**config.mk**
```make
export PLATFORM = sky130hd
export DESIGN_NAME = out_port_fifo_flat
export DESIGN_NICKNAME = d
export VERILOG_FILES = /design/src/rtl/out_port_fifo_if.sv /design/src/rtl/out_port_fifo.sv /design/src/flat_wrapper.sv
export SDC_FILE = /design/constraint.sdc
export NUM_CORES = 1
export LEC_CHECK = 0
export BUFFER_PORTS_ARGS = -buffer_cell sky130_fd_sc_hd__buf_2
export CELL_PAD_IN_SITES_DETAIL_PLACEMENT = 1
export CELL_PAD_IN_SITES_GLOBAL_PLACEMENT = 1
export CORE_MARGIN = 1.5
export CORE_UTILIZATION = 50
export CTS_CLUSTER_SIZE = 30
export DETAILED_ROUTE_END_ITERATION = 10
export PLACE_DENSITY = 0.86
export RECOVER_POWER = 50
export SKIP_LAST_GASP = 1
export SYNTH_ARGS = -nofsm -noshare
export SYNTH_HDL_FRONTEND = slang
export SYNTH_SLANG_ARGS = --single-unit
```
**constraint.sdc**
```tcl
create_clock -name clk -period 3.1 [get_ports clk]
set_input_delay 0.31 -clock clk [delete_from_list [all_inputs] [get_ports clk]]
set_output_delay 0.31 -clock clk [all_outputs]
set_load 0.02 [all_outputs]
```
**src/rtl/out_port_fifo_if.sv**
```systemverilog
// Signal bundle between the core's OUT write-back path, the output FIFO and its consumer.
// The FIFO takes the slave modport; the driver of writes and pops takes master.
interface out_port_fifo_if #(
    parameter int WIDTH = 16,
    parameter int DEPTH = 4
);
    localparam int AW = $clog2(DEPTH);

    logic             out_wr;
    logic [WIDTH-1:0] out_data;
    logic             out_full;
    logic [WIDTH-1:0] dout;
    logic             dout_valid;
    logic             dout_ready;
    logic [AW:0]      count;
    logic [WIDTH-1:0] last_out;
    logic             ovf;
    logic             ovf_clr;

    modport slave (
        input  out_wr, out_data, dout_ready, ovf_clr,
        output out_full, dout, dout_valid, count, last_out, ovf
    );

    modport master (
        output out_wr, out_data, dout_ready, ovf_clr,
        input  out_full, dout, dout_valid, count, last_out, ovf
    );
endinterface

```
**src/rtl/out_port_fifo.sv**
```systemverilog
// Show-ahead output-port FIFO: queues OUT words from the core and drains them over valid/ready.
// Writes into a full queue are accepted only when a pop frees a slot in the same cycle.
module out_port_fifo #(
    parameter int WIDTH = 16,
    parameter int DEPTH = 4
) (
    input  logic                  clk,
    input  logic                  reset,
    out_port_fifo_if.slave        bus
);
    localparam int AW = $clog2(DEPTH);
    localparam logic [AW:0] FULL_CNT = (AW + 1)'(DEPTH);

    logic [WIDTH-1:0] mem_q [DEPTH];
    logic [AW-1:0]    wp_q, wp_d;
    logic [AW-1:0]    rp_q, rp_d;
    logic [AW:0]      count_q, count_d;
    logic [WIDTH-1:0] last_out_q, last_out_d;
    logic             ovf_q, ovf_d;

    logic full, empty, pop, push, drop;

    assign full  = (count_q == FULL_CNT);
    assign empty = (count_q == '0);
    assign pop   = !empty && bus.dout_ready;
    assign push  = bus.out_wr && (!full || pop);
    assign drop  = bus.out_wr && full && !pop;

    always_comb begin
        wp_d       = wp_q;
        rp_d       = rp_q;
        count_d    = count_q;
        last_out_d = last_out_q;
        ovf_d      = ovf_q;
        if (push) begin
            wp_d       = wp_q + 1'b1;
            last_out_d = bus.out_data;
        end
        if (pop) begin
            rp_d = rp_q + 1'b1;
        end
        if (push && !pop) begin
            count_d = count_q + 1'b1;
        end else if (pop && !push) begin
            count_d = count_q - 1'b1;
        end
        // A drop in the same cycle as a clear must leave the flag set.
        if (drop) begin
            ovf_d = 1'b1;
        end else if (bus.ovf_clr) begin
            ovf_d = 1'b0;
        end
    end

    always_ff @(posedge clk or negedge reset) begin
        if (!reset) begin
            wp_q       <= '0;
            rp_q       <= '0;
            count_q    <= '0;
            last_out_q <= '0;
            ovf_q      <= 1'b0;
        end else begin
            wp_q       <= wp_d;
            rp_q       <= rp_d;
            count_q    <= count_d;
            last_out_q <= last_out_d;
            ovf_q      <= ovf_d;
        end
    end

    // Storage is deliberately left out of reset; stale entries are masked by dout_valid.
    for (genvar gi = 0; gi < DEPTH; gi++) begin : g_entry
        always_ff @(posedge clk) begin
            if (push && (wp_q == AW'(gi))) begin
                mem_q[gi] <= bus.out_data;
            end
        end
    end

    assign bus.dout       = mem_q[rp_q];
    assign bus.dout_valid = !empty;
    assign bus.out_full   = full;
    assign bus.count      = count_q;
    assign bus.last_out   = last_out_q;
    assign bus.ovf        = ovf_q;
endmodule
```
**src/flat_wrapper.sv**
```systemverilog
// flat-port wrapper written by rule: the top's interface ports become plain ports
module out_port_fifo_flat 
#(
    parameter int WIDTH = 16,
    parameter int DEPTH = 4
)
  (clk, reset, bus_out_wr, bus_out_data, bus_dout_ready, bus_ovf_clr, bus_out_full, bus_dout, bus_dout_valid, bus_count, bus_last_out, bus_ovf);
  out_port_fifo_if #(.WIDTH(WIDTH), .DEPTH(DEPTH)) bus_i ();
  input  logic clk;
  input  logic reset;
  input wire logic [$bits(bus_i.out_wr)-1:0] bus_out_wr;
  input wire logic [$bits(bus_i.out_data)-1:0] bus_out_data;
  input wire logic [$bits(bus_i.dout_ready)-1:0] bus_dout_ready;
  input wire logic [$bits(bus_i.ovf_clr)-1:0] bus_ovf_clr;
  output wire logic [$bits(bus_i.out_full)-1:0] bus_out_full;
  output wire logic [$bits(bus_i.dout)-1:0] bus_dout;
  output wire logic [$bits(bus_i.dout_valid)-1:0] bus_dout_valid;
  output wire logic [$bits(bus_i.count)-1:0] bus_count;
  output wire logic [$bits(bus_i.last_out)-1:0] bus_last_out;
  output wire logic [$bits(bus_i.ovf)-1:0] bus_ovf;
  assign bus_i.out_wr = bus_out_wr;
  assign bus_i.out_data = bus_out_data;
  assign bus_i.dout_ready = bus_dout_ready;
  assign bus_i.ovf_clr = bus_ovf_clr;
  assign bus_out_full = bus_i.out_full;
  assign bus_dout = bus_i.dout;
  assign bus_dout_valid = bus_i.dout_valid;
  assign bus_count = bus_i.count;
  assign bus_last_out = bus_i.last_out;
  assign bus_ovf = bus_i.ovf;
  out_port_fifo #(.WIDTH(WIDTH), .DEPTH(DEPTH)) u_core (.clk(clk), .reset(reset), .bus(bus_i));
endmodule
```
# After elaboration in Yosys (flattened, before gate mapping)
# Memories as Yosys holds them, arrays and structs flattened.
# Cells that the tools add are included.
# Widths: inputs -> output; s select.
# totals
output_inout_bits	38
memories	1
register_bits	24
ram_bits	64
# memory_table
memory	depth	word_bits	rd	rd_clocked_by_memory_dff	write_ports	line	text
u_core.mem_q	4	16	1	0	1	out_port_fifo.sv:14	logic [WIDTH-1:0] mem_q [DEPTH];
# op_classes
n_mux	21
reduce_logical	22
n_addsub	4
n_eq_ne	4
# op_table
cell	count
$mux 16	3
$reduce_or 16->1	3
$mux 1	13
$logic_and 1x1->1	10
$mux 2	3
$mux 3	2
$add 2x1->2 const B	2
$eq 2x2->1 const B	2
$logic_not 1->1	4
$reduce_bool 2->1	2
$add 3x1->3 const B	1
$eq 3x3->1 const B	1
$logic_not 3->1	1
$sub 3x1->3 const B	1
$eq 2x1->1 const B	1
$logic_not 2->1	1
$logic_or 1x1->1	1

# Depth between registers and ports, before layout
# Gate-level depths: netlist of the first run.
# logic_depth
word_depth	12
mapped_depth	10

# Worst setup path before layout of the first run
# Ideal clock, no wire load.
# synth_timing
path_kind	register to register
from	reg u_core.count_q[0] (netlist: u_core.bus.count[0])
to	reg u_core.count_q[2] (netlist: u_core.bus.count[2])
path_stages_with_launch	9
setup_slack_ps	850
t_arrival_ps	2171
path_cell_list	dfrtp_1 > or3_1 > nand2_1 > ha_1 > inv_1 > fa_1 > xor2_1 > nor2_1 > xor2_1
# synth_via
elab_chain_cells	8
word_cells_on_any_way	16
classes_between	2 x add/sub; 1 x eq/ne; 2 x mux; 11 x reduce/logical
# synth_rtl
item	line	text
from (decl)	out_port_fifo.sv:17	logic [AW:0] count_q, count_d;
from (signal assigned)	out_port_fifo.sv:65	count_q <= count_d;
$logic_not 3->1 (*)	out_port_fifo.sv:24	assign empty = (count_q == '0);
$logic_not 1->1 (*)	--	
net bus_dout_valid	flat_wrapper.sv:17	output wire logic [$bits(bus_i.dout_valid)-1:0] bus_dout_valid;
$logic_and 1x1->1 (*)	out_port_fifo.sv:25	assign pop = !empty && bus.dout_ready;
$logic_or 1x1->1	out_port_fifo.sv:26	assign push = bus.out_wr && (!full || pop);
$logic_and 1x1->1	out_port_fifo.sv:26	
$logic_not 1->1	out_port_fifo.sv:44	end else if (pop && !push) begin
$logic_and 1x1->1	out_port_fifo.sv:44	
$reduce_bool 2->1 (no source line)	--	
# Mark *: on every way through the listed nets, which the timed path passes. The rest lies on a longest branch. The select of a mux whose other input is x is not followed.
# A chain may end at the register's enable or synchronous reset.

# Worst setup path in the final report of the first run
# layout_timing
from	reg u_core.count_q[2] (netlist: u_core.bus.count[2])
to	mem u_core.mem_q[3][4] (enable)
# layout_via
elab_chain_cells	12
word_cells_on_any_way	28
classes_between	1 x eq/ne; 14 x mux; 13 x reduce/logical
# layout_rtl
item	line	text
$logic_not 3->1	out_port_fifo.sv:24	
$logic_not 1->1	out_port_fifo.sv:25	
$logic_and 1x1->1	out_port_fifo.sv:25	
$logic_or 1x1->1 (*)	out_port_fifo.sv:26	
$logic_and 1x1->1 (*)	out_port_fifo.sv:26	
$logic_and 1x1->1	out_port_fifo.sv:74	if (push && (wp_q == AW'(gi))) begin
$mux 1	out_port_fifo.sv:74	
$mux 1 (not written as such)	out_port_fifo.sv:75	mem_q[gi] <= bus.out_data;
$reduce_or 16->1 (no source line)	--	
$mux 2 (no source line) / $mux 1 (equally long branches) (3 in a row)	--	
to (decl)	out_port_fifo.sv:14	
# Every way passes the cells marked *; elsewhere a longest branch is shown, timed or not.

==> impl_metrics.csv, run 1 <==
group,metric,value,unit
detailed_routing,ant_nets,0,
floorplan,die-height,86.0,um
timing,finalSetupViolCount,0,
power,peakVddDrop,0.000539,V
global_routing,grt_max_degree,25,
global_routing,grt_overflow,0,
critical_path,path_max_fanout,18,
clocking,cts_inserted_buffers,9,
detailed_routing,post-route-drc-count,0,
synthesis,synth_edf_count,64,
clocking,path_clk_slew,80,ps
floorplan,start_util,51.2,%
detailed_routing,first_pass_iters,4,
detailed_routing,wl_per_cell,20.8,um
worst_hold_path,hp-class,"in2reg",
synthesis,async_flop_share,27.3,%
outcome,status,"completed",
synthesis,avgSynthCellArea,21.8,um2
synthesis,yosysTopAreaCellShare,55.8,%
global_routing,grt_pass1_wl,9750,um
cells_and_area,area_growth,15.5,%
global_routing,grt_pass1_vias,1799,
synthesis,ys_seq_elements,88,
global_routing,antenna_found_initial,0,
power,power,3.81,mW
power,leakagePower,1.47,nW
cells_and_area,layout-drive-gt1-share,33.6,%
timing,slew_violations,0,
cells_and_area,nets,251,
critical_path,worstPathCellList,"nor4b_1, nor2b_2, buf_12, and2_1",
cells_and_area,fin_util,59.2,%
placed_design,gp_congestion,0.792,
clocking,cts-root-to-sink-buffers,2,
synthesis,post-synth-top-count-cell,"edfxtp_1",
floorplan,pin_count,59,
timing,fin_crit_sh,76.9,%
synthesis,yosysSeqAreaShare,73.3,%
synthesis,synth-compound-area-share,0.145,%
critical_path,crit_path_end_kind,"flip-flop",
synthesis,synth_top_family_by_area,"multiplexers",
timing,worst_pin_slew,1410,ps
detailed_routing,drt-total-wl,6410,um
synthesis,synth_mux_area_share,17.9,%
timing,setup_tns,0,ps
run,cap_violations,0,
synthesis,synth_common_cells,"64 x edfxtp_1, 24 x dfrtp_1, 16 x mux4_2",
synthesis,synthSimpleGateAreaFrac,2.47,%
synthesis,synthDistinctLibCells,24,
critical_path,crit_family,"simple AND/OR/NAND/NOR gates",
clocking,cts_htree_levels,3,
critical_path,max_stage_delay,710,ps
critical_path,crit_path_start_kind,"flip-flop",
critical_path,cp-startpoint,"u_core.bus.count[2]",
clocking,clkLatencyLatePin,350,ps
timing,fmax,419,MHz
timing,finalClockSkew,16.7,ps
clocking,cts.sinks,88,
cells_and_area,diodes,0,
critical_path,crit_required,3070,ps
timing,slew_headroom,5.78,%
synthesis,synth_top_area_cell,"edfxtp_1",
critical_path,regToRegStartpoint,"u_core.bus.count[2]",
clocking,cts_tree,"done",
timing,fin_crit,2380,ps
placed_design,io_buffers,58,
synthesis,synthAdderAreaFrac,2.40,%
power,p_per_area,957,nW/um2
critical_path,crit_type,"reg2reg",
synthesis,synth_flop_cell,"edfxtp_1",
timing,rsz0062_at_grt,"no",
clocking,cts_resized,0,
clocking,root_buffer,"clkbuf_8",
floorplan,dieArea,7390,um2
worst_hold_path,min-delay-start,"bus_ovf_clr",
floorplan,core_area,6720,um2
floorplan,die_width,86.0,um
floorplan,num_rows,30,
critical_path,critical_path_buf_inv_count,1,
detailed_routing,drt_iter0_drc,105,
placed_design,dp_hpwl,4270,um
synthesis,syn_nets,185,
synthesis,syn_area,3440,um2
global_routing,grt_usage,18.6,%
critical_path,critPathArrivalTime,2350,ps
synthesis,synthTopCellsByArea,"edfxtp_1 56%, dfrtp_1 17%, mux4_2 10%",
detailed_routing,route.vias.total,1672,
synthesis,synthCells,158,
critical_path,cpMaxStageDelayCell,"and2_1",
synthesis,synth_xor_area_share,1.53,%
synthesis,yosysWarnings,0,
timing,hold_violations,0,
detailed_routing,viasPerCell,5.41,
routing by layer:
metal,global-route usage (%),share of wire (%)
met1,23.5,43
met2,31.3,52
met3,4.81,3.7
met4,7.04,1.5
met5,0,0
sequential cells by signal, indices dropped and copies added, names as in the netlist:
name and flops:
u_core.bus.count 3, u_core.bus.last_out 16, u_core.bus.ovf 1, u_core.mem_q 64, u_core.rp_q 2, u_core.wp_q 2
through the flow:
stage | setup slack [ps] | cell area [um2] | cells | hold WS [ps]
2_1_floorplan | 850 | 3440 | 158 | 14.4
3_3_place_gp | 869 | 3810 | 292 | 344
3_5_place_dp | 709 | 3810 | 292 | 348
4_1_cts | 672 | 4030 | 309 | 132
5_1_grt | 565 | 3980 | 309 | 168
6_report | 716 | 3980 | 309 | 150
power breakdown:
group / switching, mW / internal, mW
clock network: 0.395 / 0.454
logic: 0.702 / 0.541
registers: 0.170 / 1.54
cell families (layout without fill, tap and decap cells):
logic type / Yosys count / after routing
flip-flops: 88 / 88
multiplexers: 34 / 34
AND/OR/NAND/NOR: 12 / 12
buffers and inverters: 11 / 82
adder cells (fa/ha/maj): 6 / 6
XOR/XNOR: 6 / 6
AO/OA/AOI/OAI: 1 / 1
area by class of cell:
cell class / count / area, um2
Sequential cell: 88 / 2520
Clock inverter: 7 / 93.8
Multi-Input combinational cell: 59 / 828
Inverter: 4 / 15.0
Fill cell: 629 / 2740
Tap cell: 80 / 100
Clock buffer: 9 / 124
Timing Repair Buffer: 62 / 293
what timing repair did:
| item | 4_1_cts | 5_1_grt |
|---|---|---|
| setup endpoints to repair | 0 | 0 |
| setup buffers | 0 | 0 |
| hold buffers | 1 | 0 |
| endpoints found under the hold margin | 24 | 0 |
worst paths after layout:
path                                           to  slack, ps  cells after the start
setup / recovery               u_core.mem_q[3][4]        720                      4
hold / removal                     u_core.bus.ovf        150                      2
setup reg to reg               u_core.mem_q[3][4]        720                      4
hold reg to reg                    u_core.rp_q[0]        510                      1
max in group asynchronous     u_core.bus.count[0]       1440                      2
min in group asynchronous  u_core.bus.last_out[9]        820                      2
layout by cell type, fill, tap and decap left out, types with 2 or more instances in the layout:
cell type and instances:
inv_1 4, dfrtp_1 24, ha_1 5, buf_4 2, mux2_4 14, xor2_1 2
and2_1 4, bufinv_16 2, nand2_1 2, mux4_2 16, mux2_2 4, clkbuf_1 34
clkbuf_8 9, edfxtp_1 64, xnor2_1 4, buf_2 24
Power figures use the tool's default switching activity.
==> run 2, diff against run 1 <==
- CORE_UTILIZATION: 50 -> 47
- PLACE_DENSITY: 0.86 -> 0.82
- clock period: 3.1 -> 2.3 ns (I/O delays scaled with it)
==> run 2 against run 1 <==
Compared with the run above:
- the flow now finishes with violations (max-capacitance violations, max-slew violations)
- hold slack worse by 62 ps
- flip-flop and latch count is the same
- final cell count up 6.8%
- clock skew shrank 10 ps
- total power rose by 33%
- combinational power grew 40%
- critical path type unchanged
- critical endpoint is now u_core.bus.count[2]
- highest routed layer unchanged
==> impl_metrics.csv, run 2 (synthesis gave the netlist of run 1 again) <==
group,metric,value,unit
cells_and_area,largest_register_ffs,64,
cells_and_area,layout-drive-gt1-share,35.5,%
timing,fin_crit,2150,ps
detailed_routing,drt_iter0_drc,68,
power,power,5.07,mW
critical_path,crit_type,"reg2reg",
detailed_routing,drt-total-wl,6240,um
cells_and_area,instances_no_fill,330,
floorplan,core_area,7180,um2
floorplan,pin_count,59,
placed_design,place_inst,313,
placed_design,dp_worst_setup_slack,117,ps
timing,setup_tns,0,ps
timing,finalClockSkew,6.29,ps
timing,finalSetupViolCount,0,
critical_path,crit_path_start_kind,"flip-flop",
clocking,cts_htree_levels,3,
placed_design,place_area,3830,um2
run,cap_violations,1,
floorplan,start_util,48.0,%
clocking,cts_tree,"done",
clocking,postCtsSetupBuffers,0,
critical_path,crit_path_end_kind,"flip-flop",
cells_and_area,regMostFlops,"u_core.mem_q",
detailed_routing,ant_nets,0,
timing,hold_violations,0,
power,peakVddDrop,0.000725,V
timing,slew_violations,25,
detailed_routing,wl_per_cell,18.9,um
detailed_routing,first_pass_iters,4,
timing,fin_ws,149,ps
outcome,violations,"max-capacitance violations, max-slew violations",
global_routing,grt_overflow,0,
detailed_routing,post-route-drc-count,0,
placed_design,gp_congestion,0.727,
global_routing,grt_max_degree,25,
timing,rsz0062_at_grt,"no",
cells_and_area,final_common_cell,"edfxtp_1",
clocking,cts.sinks,88,
timing,worst_pin_slew,1590,ps
floorplan,die_width,88.6,um
worst_hold_path,hp-class,"in2reg",
cells_and_area,nets,253,
critical_path,crit_required,2570,ps
cells_and_area,fin_util,55.8,%
power,leakagePower,1.47,nW
cells_and_area,final_cell_mix,"64 x edfxtp_1, 34 x clkbuf_1, 24 x buf_2",
detailed_routing,route.vias.total,1657,
global_routing,grt_pass1_wl,9670,um
critical_path,r2r_slack,150,ps
floorplan,dieArea,7850,um2
detailed_routing,viasPerCell,5.02,
global_routing,grt_pass1_vias,1858,
outcome,status,"complete, but fails checks",
clocking,cts_inserted_buffers,9,
placed_design,io_buffers,58,
timing,fin_crit_sh,93.5,%
critical_path,critPathArrivalTime,2420,ps
placed_design,dp_hpwl,4160,um
clocking,cts-root-to-sink-buffers,2,
global_routing,antenna_found_initial,0,
clocking,clkLatencyLatePin,340,ps
timing,fmax,465,MHz
power,p_per_area,1270,nW/um2
critical_path,path_max_fanout,6,
floorplan,num_rows,31,
clocking,root_buffer,"clkbuf_8",
clocking,path_clk_slew,90,ps
cells_and_area,area_growth,16.3,%
global_routing,grt_usage,17.8,%
timing,whs,88.5,ps
cells_and_area,diodes,0,
floorplan,die-height,88.6,um
cells_and_area,stdcell_area,4000,um2
timing,slew_headroom,-6.28,%
## run 2: cell types whose count changed in the layout (fill, tap and decap cells not counted), sizes merged
| cell | before | now |
|---|---|---|
| buf | 27 | 29 |
| bufinv | 2 | 1 |
| clkinv | 3 | 1 |
| clkinvlp | 1 | 3 |
| inv | 5 | 6 |
## run 2: layout make-up
class	count	area [um2]
Timing Repair Buffer	64	295
Multi-Input combinational cell	59	843
Clock inverter	7	78.8
Inverter	4	15.0
Sequential cell	88	2520
Clock buffer	9	124
Fill cell	656	3170
Tap cell	99	124
## run 2: worst paths after layout
kind,startpoint,depth (start not counted),to
max in group asynchronous,reset,2,u_core.bus.count[0]
min in group asynchronous,reset,2,u_core.bus.last_out[12]
hold reg to reg,u_core.rp_q[1],1,u_core.rp_q[1]
hold / removal,bus_ovf_clr,2,u_core.bus.ovf
setup reg to reg,u_core.bus.count[0],8,u_core.bus.count[2]
setup / recovery,u_core.bus.count[0],8,u_core.bus.count[2]
## run 2: critical path, stage by stage, from the launching register on
cell	delay [ps]
dfrtp_2	470
or3_1	420
nand2_1	130
ha_1	210
inv_1	70
fa_1	370
xor2_1	150
nor2_1	110
xor2_1	150
## run 2: report_power, final
group / switching [mW] / internal, mW / leakage, nW
registers: 0.174 / 2.08 / 0.868
clock network: 0.553 / 0.511 / 0.0925
logic: 1.00 / 0.740 / 0.508
total: 1.73 / 3.34 / 1.47
## run 2: routing by layer
layer  GRT usage, %  part of all wire, %  vias to the layer above
met5              0                    0                        -
met4           9.80                  2.6                        0
met3           3.17                  2.9                       13
met2           29.9                   52                       46
met1           21.9                   43                      851
li1               -                    -                      747
## run 2: repair_timing
item	4_1_cts	5_1_grt
hold buffers	1	0
hold endpoints to repair	24	0
setup endpoints to repair	0	1
gates resized for setup	0	1
==> run 3, diff against run 2 <==
- CAP_MARGIN: unset -> 0
- CORE_UTILIZATION: 47 -> 50
- CTS_BUF_LIST: unset -> sky130_fd_sc_hd__clkbuf_8
- PLACE_DENSITY: 0.82 -> 0.86
==> run 3 against run 2 <==
Compared with the run above:
- the flow now finishes without violations
- register-to-register slack about the same
- flip-flop and latch count did not move
- first-iteration DRC count fell by 24%
- hold slack lost 9.2 ps
- die area is 5.8% lower
- via count up 1.3%
- critical endpoint unchanged
- largest cell class unchanged
- highest routed layer unchanged
==> impl_metrics.csv, run 3 (synthesis gave the netlist of run 1 again) <==
group,metric,value,unit
outcome,status,"completed",
cells_and_area,final_cell_mix,"64 x edfxtp_1, 34 x clkbuf_1, 24 x buf_2",
cells_and_area,final_common_cell,"edfxtp_1",
run,cap_violations,0,
critical_path,crit_type,"reg2reg",
critical_path,cpMaxStageDelayCell,"dfrtp_2",
floorplan,die-height,86.0,um
cells_and_area,area_growth,16.4,%
cells_and_area,n_fill_cell,611,
floorplan,num_rows,30,
placed_design,io_buffers,58,
detailed_routing,first_pass_iters,4,
critical_path,crit_family,"simple AND/OR/NAND/NOR gates",
power,p_per_area,1280,nW/um2
clocking,root_buffer,"clkbuf_8",
floorplan,dieArea,7390,um2
clocking,cts.sinks,88,
timing,slew_violations,0,
clocking,cts-root-to-sink-buffers,2,
critical_path,critical_path_buf_inv_count,1,
clocking,cts_htree_levels,3,
cells_and_area,fin_util,59.6,%
detailed_routing,wl_per_cell,21.4,um
detailed_routing,viasPerCell,5.33,
cells_and_area,stdcell_area,4010,um2
clocking,path_clk_slew,80,ps
power,peakVddDrop,0.000580,V
critical_path,path_max_fanout,5,
clocking,cts_inserted_buffers,9,
critical_path,max_stage_delay,430,ps
clocking,cts_tree,"done",
critical_path,crit_required,2560,ps
worst_hold_path,hp-class,"in2reg",
global_routing,grt_max_degree,25,
clocking,clkLatencyLatePin,340,ps
timing,hold_violations,0,
power,leakagePower,1.49,nW
placed_design,dp_hpwl,4750,um
detailed_routing,ant_nets,0,
timing,worst_pin_slew,1490,ps
critical_path,crit_path_start_kind,"flip-flop",
floorplan,die_width,86.0,um
floorplan,pin_count,59,
detailed_routing,post-route-drc-count,0,
global_routing,grt_overflow,0,
timing,fmax,467,MHz
critical_path,critPathArrivalTime,2400,ps
cells_and_area,diodes,0,
floorplan,start_util,51.2,%
detailed_routing,drt-total-wl,6740,um
global_routing,grt_pass1_wl,10300,um
timing,rsz0062_at_grt,"no",
critical_path,worstPathCellList,"or3_1, nand2_1, ha_1, inv_1, fa_1, xor2_1, nor2_1, xor2_1",
timing,slew_headroom,0.877,%
placed_design,place_area,3820,um2
timing,finalSetupViolCount,0,
global_routing,antenna_found_initial,0,
global_routing,grt_pass1_vias,1886,
detailed_routing,drt_iter0_drc,52,
timing,fin_crit,2140,ps
cells_and_area,regMostFlops,"u_core.mem_q",
floorplan,core_area,6720,um2
timing,setup_tns,0,ps
cells_and_area,layout-drive-gt1-share,37.0,%
cells_and_area,nets,257,
critical_path,critPathMostFrequentCell,"xor2_1",
critical_path,crit_path_end_kind,"flip-flop",
global_routing,grt_usage,19.8,%
cells_and_area,largest_register_ffs,64,
timing,fin_crit_sh,93.0,%
detailed_routing,route.vias.total,1678,
placed_design,gp_congestion,0.672,
timing,finalClockSkew,9.30,ps
-- run 3: changes by cell type in the layout (fill, tap and decap cells not counted) --
| cell | change |
|---|---|
| dfrtp_2 | +2 |
| dfrtp_1 | -2 |
| inv_6 | -1 |
| buf_4 | +4 |
| clkinv_1 | +1 |
| clkinvlp_4 | -1 |
| clkinv_2 | +1 |
-- run 3: per-layer routing --
metal	share of wire, %	global-route usage, %	wire [um]
met5	0	0	0
met4	1.9	8.36	125
met3	2.8	4.52	187
met2	53	34.3	3560
met1	43	24.0	2870
-- run 3: layout make-up --
type / count / area [um2] / share of cell area [%]
Timing Repair Buffer: 68 / 325 / 8.12
Sequential cell: 88 / 2530 / 63.1
Tap cell: 80 / 100 / 2.50
Multi-Input combinational cell: 59 / 843 / 21.1
Clock inverter: 7 / 71.3 / 1.78
Inverter: 4 / 15.0 / 0.375
Clock buffer: 9 / 124 / 3.09
-- run 3: stage by stage --
| step | worst slack [ps] | std cells | power (mW) | hold slack [ps] |
|---|---|---|---|---|
| after floorplan | 49.6 | 158 | 3.52 | -65.6 |
| after global placement | 208 | 296 | 4.02 | 285 |
| after detailed placement | 95.2 | 296 | 4.12 | 283 |
| after CTS | 71.5 | 313 | 5.16 | 59.4 |
| after global routing | 1.41 | 315 | 5.36 | 59.1 |
| final | 160 | 315 | 5.11 | 79.3 |
-- run 3: final timing paths --
| kind | end | cells after the start | slack (ps) | from |
|---|---|---|---|---|
| worst max-delay path | u_core.bus.count[2] | 8 | 160 | u_core.bus.count[0] |
| worst min-delay path | u_core.bus.ovf | 2 | 80 | bus_ovf_clr |
| worst max register to register | u_core.bus.count[2] | 8 | 160 | u_core.bus.count[0] |
| worst min register to register | u_core.bus.last_out[15] | 1 | 510 | u_core.bus.last_out[15] |
| max in group asynchronous | u_core.bus.count[2] | 2 | 550 | reset |
| min in group asynchronous | u_core.bus.last_out[9] | 2 | 770 | reset |
-- run 3: timing repair --
| item | in CTS | in global routing |
|---|---|---|
| hold endpoints to repair | 24 | 0 |
| hold buffers | 1 | 0 |
| setup endpoints to repair | 0 | 1 |
| gates resized for setup | 0 | 3 |
| setup buffers | 0 | 2 |
-- run 3: power by group --
group / total, mW / internal, mW / switching (mW)
clock: 1.04 / 0.502 / 0.542
sequential: 2.28 / 2.09 / 0.193
combinational: 1.79 / 0.772 / 1.02
total: 5.11 / 3.36 / 1.75
-- run 3: worst reg2reg max path, delay by kind of cell, from the launching register on --
kind                       cells  cell delay (ps)
and+or+nand+nor                3              650
buffers and inverters          1               70
DFF                            1              430
xor gates and xnor gates       2              310
adders and majority gates      2              590
